<file path="src/rtl/uart_div_pkg.sv">
// rtl/uart_div_pkg.sv - shared types and constants for the UART divide sequencer
package uart_div_pkg;

  typedef enum logic [2:0] {
    ST_IDLE,
    ST_RX,
    ST_DIV_START,
    ST_DIV_WAIT,
    ST_TX_LOAD,
    ST_TX_WAIT
  } state_e;

  // Byte index within a frame or response; covers DATA_W up to 256.
  localparam int CNT_W = 6;

  // Quotient reported for a divide-by-zero frame, sliced to DATA_W by users.
  localparam logic [255:0] ERR_QUOTIENT = '1;

endpackage

</file>
<file path="src/rtl/uart_gap_timer.sv">
// rtl/uart_gap_timer.sv - inter-byte gap counter, instantiated only with RX_TIMEOUT_EN
module uart_gap_timer #(
  parameter int TIMEOUT_CYC = 500000
) (
  input  logic clk,
  input  logic rst,
  input  logic run_i,
  input  logic restart_i,
  output logic expired_o
);

  localparam int CW = $clog2(TIMEOUT_CYC);
  localparam logic [CW-1:0] LAST = CW'(TIMEOUT_CYC - 1);

  logic [CW-1:0] cnt_q, cnt_d;

  always_comb begin
    cnt_d = cnt_q;
    if (!run_i || restart_i) begin
      cnt_d = '0;
    end else if (cnt_q != LAST) begin
      cnt_d = cnt_q + CW'(1);
    end
  end

  always_ff @(posedge clk or posedge rst) begin
    if (rst) begin
      cnt_q <= '0;
    end else begin
      cnt_q <= cnt_d;
    end
  end

  assign expired_o = run_i && !restart_i && (cnt_q == LAST);

endmodule

</file>
<file path="src/rtl/uart_div_sequencer.sv">
// rtl/uart_div_sequencer.sv - receives A,B over UART, runs the divider, returns Q,R
// Optional RX_TIMEOUT_EN adds an inter-byte gap timeout that aborts partial frames.
module uart_div_sequencer
  import uart_div_pkg::*;
#(
  parameter int DATA_W      = 16,
  parameter int TIMEOUT_CYC = 500000
) (
  input  logic              clk,
  input  logic              rst,
  input  logic              rx_valid,
  input  logic [7:0]        rx_data,
  input  logic              tx_busy,
  output logic              tx_start,
  output logic [7:0]        tx_data,
  output logic              div_start,
  output logic [DATA_W-1:0] div_a,
  output logic [DATA_W-1:0] div_b,
  input  logic              div_done,
  input  logic [DATA_W-1:0] div_q,
  input  logic [DATA_W-1:0] div_r,
  output logic [DATA_W-1:0] result_led,
  output logic              err,
  output logic              busy
);

  localparam int FRAME_BYTES = 2 * DATA_W / 8;
  localparam int IDX_W = $clog2(2 * DATA_W);
  localparam logic [CNT_W-1:0] LAST_IDX = CNT_W'(FRAME_BYTES - 1);

  if ((DATA_W % 8) != 0 || DATA_W > 256 || TIMEOUT_CYC < 2) begin : g_bad_cfg
    $error("uart_div_sequencer: unsupported DATA_W or TIMEOUT_CYC");
  end

  state_e                state_q, state_d;
  logic [CNT_W-1:0]      cnt_q, cnt_d;
  logic [2*DATA_W-1:0]   frame_q, frame_d;   // {B, A}
  logic [2*DATA_W-1:0]   resp_q, resp_d;     // {R, Q}
  logic [DATA_W-1:0]     led_q, led_d;
  logic                  err_q, err_d;
  logic                  seen_busy_q, seen_busy_d;
  logic                  rx_timeout;
  logic [IDX_W-1:0]      byte_bit;
  logic [DATA_W-1:0]     op_a, op_b;

  assign op_a     = frame_q[DATA_W-1:0];
  assign op_b     = frame_q[2*DATA_W-1:DATA_W];
  assign byte_bit = IDX_W'({cnt_q, 3'b000});

`ifdef RX_TIMEOUT_EN
  uart_gap_timer #(
    .TIMEOUT_CYC(TIMEOUT_CYC)
  ) u_gap_timer (
    .clk      (clk),
    .rst      (rst),
    .run_i    (state_q == ST_RX),
    .restart_i(rx_valid),
    .expired_o(rx_timeout)
  );
`else
  assign rx_timeout = 1'b0;
`endif

  always_comb begin
    state_d     = state_q;
    cnt_d       = cnt_q;
    frame_d     = frame_q;
    resp_d      = resp_q;
    led_d       = led_q;
    err_d       = err_q;
    seen_busy_d = seen_busy_q;
    div_start   = 1'b0;
    tx_start    = 1'b0;

    case (state_q)
      ST_IDLE: begin
        if (rx_valid) begin
          frame_d      = '0;
          frame_d[7:0] = rx_data;
          err_d        = 1'b0;
          cnt_d        = CNT_W'(1);
          state_d      = ST_RX;
        end
      end
      ST_RX: begin
        if (rx_valid) begin
          frame_d[byte_bit +: 8] = rx_data;
          if (cnt_q == LAST_IDX) begin
            cnt_d   = '0;
            state_d = ST_DIV_START;
          end else begin
            cnt_d = cnt_q + CNT_W'(1);
          end
        end else if (rx_timeout) begin
          frame_d = '0;
          cnt_d   = '0;
          err_d   = 1'b1;
          state_d = ST_IDLE;
        end
      end
      ST_DIV_START: begin
        if (op_b != '0) begin
          div_start = 1'b1;
          state_d   = ST_DIV_WAIT;
        end else begin
          resp_d  = {op_a, ERR_QUOTIENT[DATA_W-1:0]};
          err_d   = 1'b1;
          state_d = ST_TX_LOAD;
        end
      end
      ST_DIV_WAIT: begin
        if (div_done) begin
          resp_d  = {div_r, div_q};
          led_d   = div_q;
          state_d = ST_TX_LOAD;
        end
      end
      ST_TX_LOAD: begin
        if (!tx_busy) begin
          tx_start    = 1'b1;
          seen_busy_d = 1'b0;
          state_d     = ST_TX_WAIT;
        end
      end
      ST_TX_WAIT: begin
        // A byte is done only after busy has been seen high and then low.
        if (tx_busy) begin
          seen_busy_d = 1'b1;
        end else if (seen_busy_q) begin
          if (cnt_q == LAST_IDX) begin
            cnt_d   = '0;
            state_d = ST_IDLE;
          end else begin
            cnt_d   = cnt_q + CNT_W'(1);
            state_d = ST_TX_LOAD;
          end
        end
      end
      default: state_d = ST_IDLE;
    endcase
  end

  always_ff @(posedge clk or posedge rst) begin
    if (rst) begin
      state_q     <= ST_IDLE;
      cnt_q       <= '0;
      frame_q     <= '0;
      resp_q      <= '0;
      led_q       <= '0;
      err_q       <= 1'b0;
      seen_busy_q <= 1'b0;
    end else begin
      state_q     <= state_d;
      cnt_q       <= cnt_d;
      frame_q     <= frame_d;
      resp_q      <= resp_d;
      led_q       <= led_d;
      err_q       <= err_d;
      seen_busy_q <= seen_busy_d;
    end
  end

  assign tx_data    = (state_q == ST_TX_LOAD || state_q == ST_TX_WAIT) ? resp_q[byte_bit +: 8] : 8'h00;
  assign div_a      = op_a;
  assign div_b      = op_b;
  assign result_led = led_q;
  assign err        = err_q;
  assign busy       = (state_q != ST_IDLE);

endmodule
</file>
<file path="config.mk">
export PLATFORM = sky130hd
export DESIGN_NAME = uart_div_sequencer
export DESIGN_NICKNAME = d
export VERILOG_FILES = /design/src/rtl/uart_div_pkg.sv /design/src/rtl/uart_gap_timer.sv /design/src/rtl/uart_div_sequencer.sv
export SDC_FILE = /design/constraint.sdc
export NUM_CORES = 1
export LEC_CHECK = 0
export CAP_MARGIN = 30
export CELL_PAD_IN_SITES_DETAIL_PLACEMENT = 1
export CELL_PAD_IN_SITES_GLOBAL_PLACEMENT = 1
export CORE_MARGIN = 1
export CORE_UTILIZATION = 41
export DETAILED_ROUTE_END_ITERATION = 10
export PLACE_DENSITY = 0.94
export SLEW_MARGIN = 20
export SYNTH_ARGS = -nofsm -noshare
export SYNTH_HDL_FRONTEND = slang
export SYNTH_SLANG_ARGS = --single-unit
</file>
<file path="constraint.sdc">
create_clock -name clk -period 8.56 [get_ports clk]
set_input_delay 1.712 -clock clk [delete_from_list [all_inputs] [get_ports clk]]
set_output_delay 1.712 -clock clk [all_outputs]
set_load 0.005 [all_outputs]
</file>
### Word level (Yosys, flattened, before mapping)

Cells that the tools add are included.

* equal/unequal tests: 15
* mux-type cells: 34
* $add $sub $neg: 2
* shift-type cells: 3
* reductions and logical operators: 16

Operator list (count)
* $mux W32: 4
* $pmux W32 S2: 2
* $bwmux W32: 1
* $shift A8 B7 Y32 const A: 1
* $shiftx A32 B6 Y8: 1
* $shiftx A8 B7 Y32: 1
* $mux W6: 5
* $mux W3: 9
* $ne A2 B2 Y1 const B: 9
* $pmux W3 S6: 1
* $pmux W6 S3: 1
* $reduce_bool A16 Y1: 1
* $reduce_and A3 Y1: 4
* $mux W1: 8
* $mux W8: 1
* $reduce_bool A2 Y1: 4
* $neg A5 Y7: 1
* $reduce_and A7 Y1: 1
* $add A6 B1 Y6 const B: 1
* $eq A3 B2 Y1 const B: 2
* $eq A3 B3 Y1 const B: 2
* $eq A6 B2 Y1 const B: 1
* $reduce_bool A3 Y1: 2
* $reduce_and A5 Y1: 1
* 5 further kinds: 6

* register bits after elaboration: 91

### Logic depth before layout (Yosys ltp)

Gate-level depths: netlist (run 1).

* depth in word-level cells: 5
* mapped depth: 7
* depth with buffers taken out: 6

### Worst setup path before layout (run 1)

Ideal clock, no wire load.

* kind: input -> output
* start point: input tx_busy
* end point: output tx_start
* data arrival time: 2.022 ns
* buffers on the path: 0
* cell stages on the path: 2
* path slack: 4.826 ns
* data required time: 6.848 ns
* path through: nor2b_1 > and3_1

* word-level cells in the longest chain between the ends: 2

Ends and longest elaborated chain
* start, declared: RTL line uart_div_sequencer.sv:13 `input logic tx_busy,`
* $mux W1: RTL line uart_div_sequencer.sv:119 `if (!tx_busy) begin`
* $mux W1: RTL line uart_div_sequencer.sv:75 `case (state_q)`
* end, declared: RTL line uart_div_sequencer.sv:14 `output logic tx_start,`

Every way passes these cells.

### Worst setup path in the final report (run 1)

Same ends and word-level chain as after synthesis.

==> results.md, run 1 <==
- Net Count, Synth: between 400 and 500
- I/O Buffers: between 100 and 150
- Area grow syn2layout: 33.5%
- Starting Density: about 43%
- Skew final: 0.0110 ns
- Min-delay worst type: reg -> reg
- Max clock buf depth: 2
- Slew Viols, Final: 0
- Reg2Reg Depth: 4
- Post-route setup slack: roughly 3.8 ns
- Critical path startpoint category: input port
- Critical Path End Type: output port
- CTS resizes: 0
- Top post-synthesis cells by area: dfrtp_1 54%, mux2_2 8.6%, a22o_1 6.7%
- Peak supply drop: between 0.15 and 0.2 mV
- Status: complete, no violations
- Slew HR: between 40% and 50%
- Die area: about 0.011 sq mm
- Gr ovfl total: 0
- RSZ-0062 raised after global routing: no
- WHS Path Cells: 2
- CTS tree: yes
- Flop and latch count out of synthesis: 91
- Highest clock rate: 209 MHz
- Cts hold-fix bufs: 0
- Routed via count: 3,456
- Initial antenna violation count: 0
- Layout Nets: 513
- Commonest cells in the netlist: 91 x dfrtp_1, 55 x nand2_1, 32 x a22o_1, 32 x mux2_2
- Yosys top cell area share: between 50% and 60%
- Avg Cell Area, Syn: ~12 sq um
- CTS root buf: clkbuf_8
- Fin. Hold Viols: 0
- Sink Count: a little over 90
- Share of layout cells above drive strength 1: 15.6%
- Cells after Synth: 361
- Die W: about 100 um
- Sequential area share after synthesis: roughly 54%
- Drt wl/cell: 22.2 um
- DRT antenna net count: 0
- Synth cell types: 43
- Worst Max-Slew Pin Slew: between 0.8 and 0.9 ns
- Area of the core: between 0.009 and 0.01 sq mm
- Io pins: ~110
- Endpoints failing setup: 0
- Total negative slack: 0 ns
- Vias in the first global route: between 3,000 and 4,000
- Total number of H-tree levels: 3
- Leakage Power: 0.00249 uW
- Async SR Flop Fraction: 100%
- Placement Cell Area: around 0.0054 sq mm
- DRT Pass-1 Iters: 4
- Reg clk slew, reported paths: 0.09 ns
- CP required: between 6 and 7 ns
- EDFF count, synth: 0
- Worst skew pair latency: ~0.36 ns
- Dpl ws: between 3 and 4 ns
- Gr usage total: between 20% and 30%
- Crit path DAT: ~3.1 ns
- CTS Buf Count: 9
- Total detailed-routing wirelength: roughly 13,000 um
- Via density: between 5 and 6
- First-pass GRT wire length: between 20,000 and 25,000 um
- Drt first-iter violations: ~150
- Pwr/cell area: around 310 mW/mm^2
- Placer congestion estimate: between 0.8 and 0.9
- DIE HEIGHT: 103 um
- Post-CTS setup buffer count: 0
- Most frequent cell after synthesis: dfrtp_1
- Syn. warnings: 0
- Maximum Capacitance Violations: 0
- Fin area: 0.00559 sq mm
- Worst setup path category: in -> out
- Critical Path Fanout Max: 4
- DRC viols: 0
- Syn Std Cell Area: 0.00418 sq mm
- Pin count of the biggest net entering global routing: between 40 and 50
- Post-DP HPWL: between 9000 and 10,000 um
- Leading area contributor after synthesis: dfrtp_1
- Synth Flop Type: dfrtp_1
- Post-route minimum period: 4.79 ns
- Core Rows: 36
- Tcrit/Tclk final: a little under three fifths
- # diodes: 0
[final timing paths]
| check | start | to | slack [ns] |
|---|---|---|---|
| max | tx_busy | tx_start | 3.77 |
| min in group asynchronous | rst | frame_q[31] | 1.82 |
| max reg2reg | state_q[2] | resp_q[22] | 5.63 |
| min reg2reg | result_led[13] | result_led[13] | 0.48 |
| max in group asynchronous | rst | resp_q[23] | 6.10 |
| min | result_led[13] | result_led[13] | 0.48 |
[where the power goes]
group          internal, uW  switching [uW]
registers               548             157
clock network           172             153
logic                   372             337
total                  1090             647
[cell families after synthesis]
family / after synthesis / synth area share, %
AOI/OAI and AO/OA: 92 / 15.2
adders and majority gates: 5 / 1.50
buffers and inverters: 23 / 2.51
DFF: 91 / 54.4
muxes: 40 / 12.9
and+or+nand+nor: 110 / 13.5
[worst max-delay path, stage by stage]
cell and delay (ns):
clkdlybuf4s50_1 0.46, nor2b_1 0.22, and3_1 0.19, clkdlybuf4s50_1 0.49
[cells in the final DEF, fill, tap and decap left out, drive strengths merged]
cell type        n
nand4b           1
mux2            32
buf              4
and2             1
dfrtp           91
nor3             4
o311ai           1
nor2b            3
nor3b            1
o21ai           26
inv              5
or4              1
o22ai            2
nor2            10
nor4             6
a211o            1
a31o             1
clkdlybuf4s50  104
or3              3
and3            12
o32ai            1
clkinv           3
a311oi           1
a21oi           22
a21bo            1
a22o            32
bufinv           2
o31ai            1
nand2b           4
clkbuf          11
nand2           56
ha               5
mux4             8
nand3            7
o211a            1
a21o             2
and4             1
[metrics by stage]
stage	utilization (%)	hold WS [ns]	power [uW]	instances
final	56.9	0.482	1740	600
after global routing	56.9	0.511	1820	600
after CTS	56.9	0.483	1740	600
after detailed placement	54.7	0.461	1400	585
after global placement	54.3	0.459	1340	583
after floorplan	-	0.470	1060	361
[layout make-up]
| cell class | count | area, sq um |
|---|---|---|
| clock buffer | 11 | 141 |
| clock inverter | 4 | 73.8 |
| fill | 1083 | 4230 |
| inverter | 6 | 23.8 |
| multi-input combinational | 247 | 1800 |
| sequential | 91 | 2280 |
| tap | 133 | 166 |
| timing repair buffer | 108 | 1100 |
[registers in the layout, summed over array words and instances (netlist names)]
| register | count |
|---|---|
| frame_q | 32 |
| seen_busy_q | 1 |
| state_q | 3 |
| result_led | 16 |
| cnt_q | 6 |
| resp_q | 32 |
| err | 1 |
[routing by layer]
| metal | up-vias | part of all wire (%) | track usage, % |
|---|---|---|---|
| met4 | 0 | 3.5 | 12.9 |
| met2 | 111 | 51 | 44.5 |
| met1 | 1783 | 41 | 33.0 |
| met3 | 38 | 4.1 | 4.61 |
| met5 | - | 0 | 0 |
| li1 | 1524 | - | - |
Note: power is estimated with default switching activity, not from simulation.
==> run 2, diff against run 1 <==
- CORE_UTILIZATION: 41 -> 35
- PLACE_DENSITY: 0.94 -> 0.87
- clock period: 8.56 -> 4.3 ns (I/O delays scaled with it)
==> run 2 against run 1 <==
Against the previous run: the run now ends with design-rule violations left; die area rose by 17%; first-iteration DRC count rose by 55%; utilization fell by 7.6 points; hold slack got worse by 0.0095 ns; critical path depth fell by 1; power rose by 110%; combinational power rose by 96%; non-clock buffer count rose by 1; sequential share of layout area fell by 0.62 points; wire length fell by 0.34%; critical path type is now reg -> out; largest power group is now sequential cells.
==> results.md, run 2 (synthesis results as in run 1) <==
- Post-route setup slack: 0.884 ns (was 3.77 ns)
- Pin count of the biggest net entering global routing: 44 (was 47)
- CTS root buf: clkbuf_16 (was clkbuf_8)
- Total number of H-tree levels: 3 (unchanged)
- Crit path DAT: 2.56 ns (was 3.07 ns)
- Cts hold-fix bufs: 0 (unchanged)
- Min-delay worst type: reg -> reg (unchanged)
- Layout Nets: 514 (was 513)
- Routed via count: 3,449 (was 3,456)
- Endpoints failing setup: 0 (unchanged)
- Leakage Power: 0.00252 uW (was 0.00249 uW)
- Total negative slack: 0 ns (unchanged)
- Multi-input gate area: 0.00180 sq mm (unchanged)
- Dpl ws: 1.23 ns (was 3.76 ns)
- Total detailed-routing wirelength: 13,300 um (about the same)
- DRT antenna net count: 0 (unchanged)
- Commonest non-fill, non-tap cell in the layout: clkdlybuf4s50_1 (unchanged)
- First-pass GRT wire length: 21,300 um (was 20,500 um)
- DRC viols: 8 (was 0)
- Core Rows: 39 (was 36)
- CTS tree: yes (unchanged)
- Post-route minimum period: approximately 3.4 ns
- Failing checks: design-rule violations
- RSZ-0062 raised after global routing: no (unchanged)
- Critical Path End Type: output port (unchanged)
- # fillers: 1,245 (was 1,083)
- Reg clk slew, reported paths: 0.06 ns (was 0.09 ns)
- Share of layout cells above drive strength 1: 15.6% (about the same)
- I/O Buffers: 104 (unchanged)
- Post-DP HPWL: 9020 um (was 9670 um)
- Slowest CP cell: dfrtp_1 (was clkdlybuf4s50_1)
- Worst Max-Slew Pin Slew: 0.858 ns (was 0.827 ns)
- DRT Pass-1 Iters: 7 (was 4)
- Crit-path cells: mux4_2 -> and3_1 -> clkdlybuf4s50_1 (was clkdlybuf4s50_1 -> nor2b_1 -> and3_1 -> clkdlybuf4s50_1)
- # diodes: 0 (unchanged)
- CP peak stage delay: 0.90 ns (was 0.49 ns)
- Drt wl/cell: 21.7 um (was 22.2 um)
- Slew HR: 42.8% (was 44.8%)
- Drt first-iter violations: 239 (was 154)
- CTS Buf Count: 9 (unchanged)
- CTS resizes: 0 (unchanged)
- Gr ovfl total: 0 (unchanged)
- Vias in the first global route: 3,810 (was 3,711)
- Skew final: 0.00786 ns (was 0.0110 ns)
- DIE HEIGHT: 111 um (was 103 um)
- Critical Path Fanout Max: 15 (was 4)
- Commonest non-fill, non-tap cells in the layout: 104 x clkdlybuf4s50_1, 91 x dfrtp_1, 55 x nand2_1, 32 x a22o_1, 32 x mux2_2 (unchanged)
- Register area: 0.00228 sq mm (unchanged)
- Die area: 0.0124 sq mm (was 0.0106 sq mm)
- Peak supply drop: 0.283 mV (was 0.156 mV)
- Tcrit/Tclk final: around four fifths
- Fin. Hold Viols: 0 (unchanged)
- Max clock buf depth: 2 (unchanged)
- Post-CTS setup buffer count: 0 (unchanged)
- Highest clock rate: just under 300 MHz
- Placer congestion estimate: 0.817 (was 0.806)
- FF-to-FF setup slack: 1.41 ns (was 5.63 ns)
- Initial antenna violation count: 0 (unchanged)
- Gr usage total: 22.4% (was 26.4%)
- Sink Count: 91 (unchanged)
- Via density: 5.64 (was 5.76)
- Die W: 111 um (was 103 um)
- Status: finished with violations (was complete, no violations)
- Critical path startpoint category: register (was input port)
- Area of the core: 0.0115 sq mm (was 0.00982 sq mm)
- Pwr/cell area: 635 mW/mm^2 (was 311 mW/mm^2)
- Maximum Capacitance Violations: 0 (unchanged)
- Io pins: 105 (unchanged)
- CP required: 3.44 ns (was 6.85 ns)
- Starting Density: 36.3% (was 42.6%)
- Worst skew pair latency: 0.34 ns (was 0.36 ns)
- Slew Viols, Final: 0 (unchanged)
- Worst setup path category: reg -> out (was in -> out)
- Area grow syn2layout: 35.6% (was 33.5%)
run 2: path summary, 6_finish.rpt:
check                                from              to  cells past startpoint
max                              cnt_q[0]      tx_data[5]                      3
min                        result_led[12]  result_led[12]                      2
min reg2reg                result_led[12]  result_led[12]                      2
max reg2reg                    state_q[2]      resp_q[25]                      4
min in group asynchronous             rst     frame_q[17]                      2
max in group asynchronous             rst  result_led[10]                      4
run 2: cell type report:
type	instances	share of cell area, %
clock inverters	3	0.816
inverters	6	0.419
multi-input cells	247	31.8
flip-flops and latches	91	40.1
repair buffers	109	19.2
clock buffers	13	4.41
well taps	143	3.15
run 2: metrics by stage:
step | std cells | power [uW] | util, % | cell area, sq um | hold WS [ns]
finish | 612 | 3600 | 49.3 | 5670 | 0.472
floorplan | 361 | 2110 | - | 4180 | 0.470
detailed placement | 596 | 2750 | 46.7 | 5380 | 0.463
global route | 612 | 3780 | 49.3 | 5670 | 0.491
global placement | 595 | 2670 | 46.5 | 5360 | 0.460
CTS | 612 | 3610 | 49.3 | 5670 | 0.479
run 2: layer usage:
layer	vias up	track usage, %	part of all wire [%]
met1	1776	28.2	43
met3	32	4.63	4.4
li1	1525	-	-
met2	116	37.0	50
met5	-	0	0
met4	0	10.8	3.5
run 2: where the power goes:
part           total, uW  switching, uW  leakage (uW)  internal, uW
combinational       1390            648       0.00121           739
clock                809            339      0.000140           470
sequential          1400            309       0.00117          1090
run 2: worst max-delay path, delay by kind of cell, from the launching register on:
family        cells  cell delay [ns]
flops             1             0.90
mux               1             0.61
buf+inv           1             0.46
simple gates      1             0.23
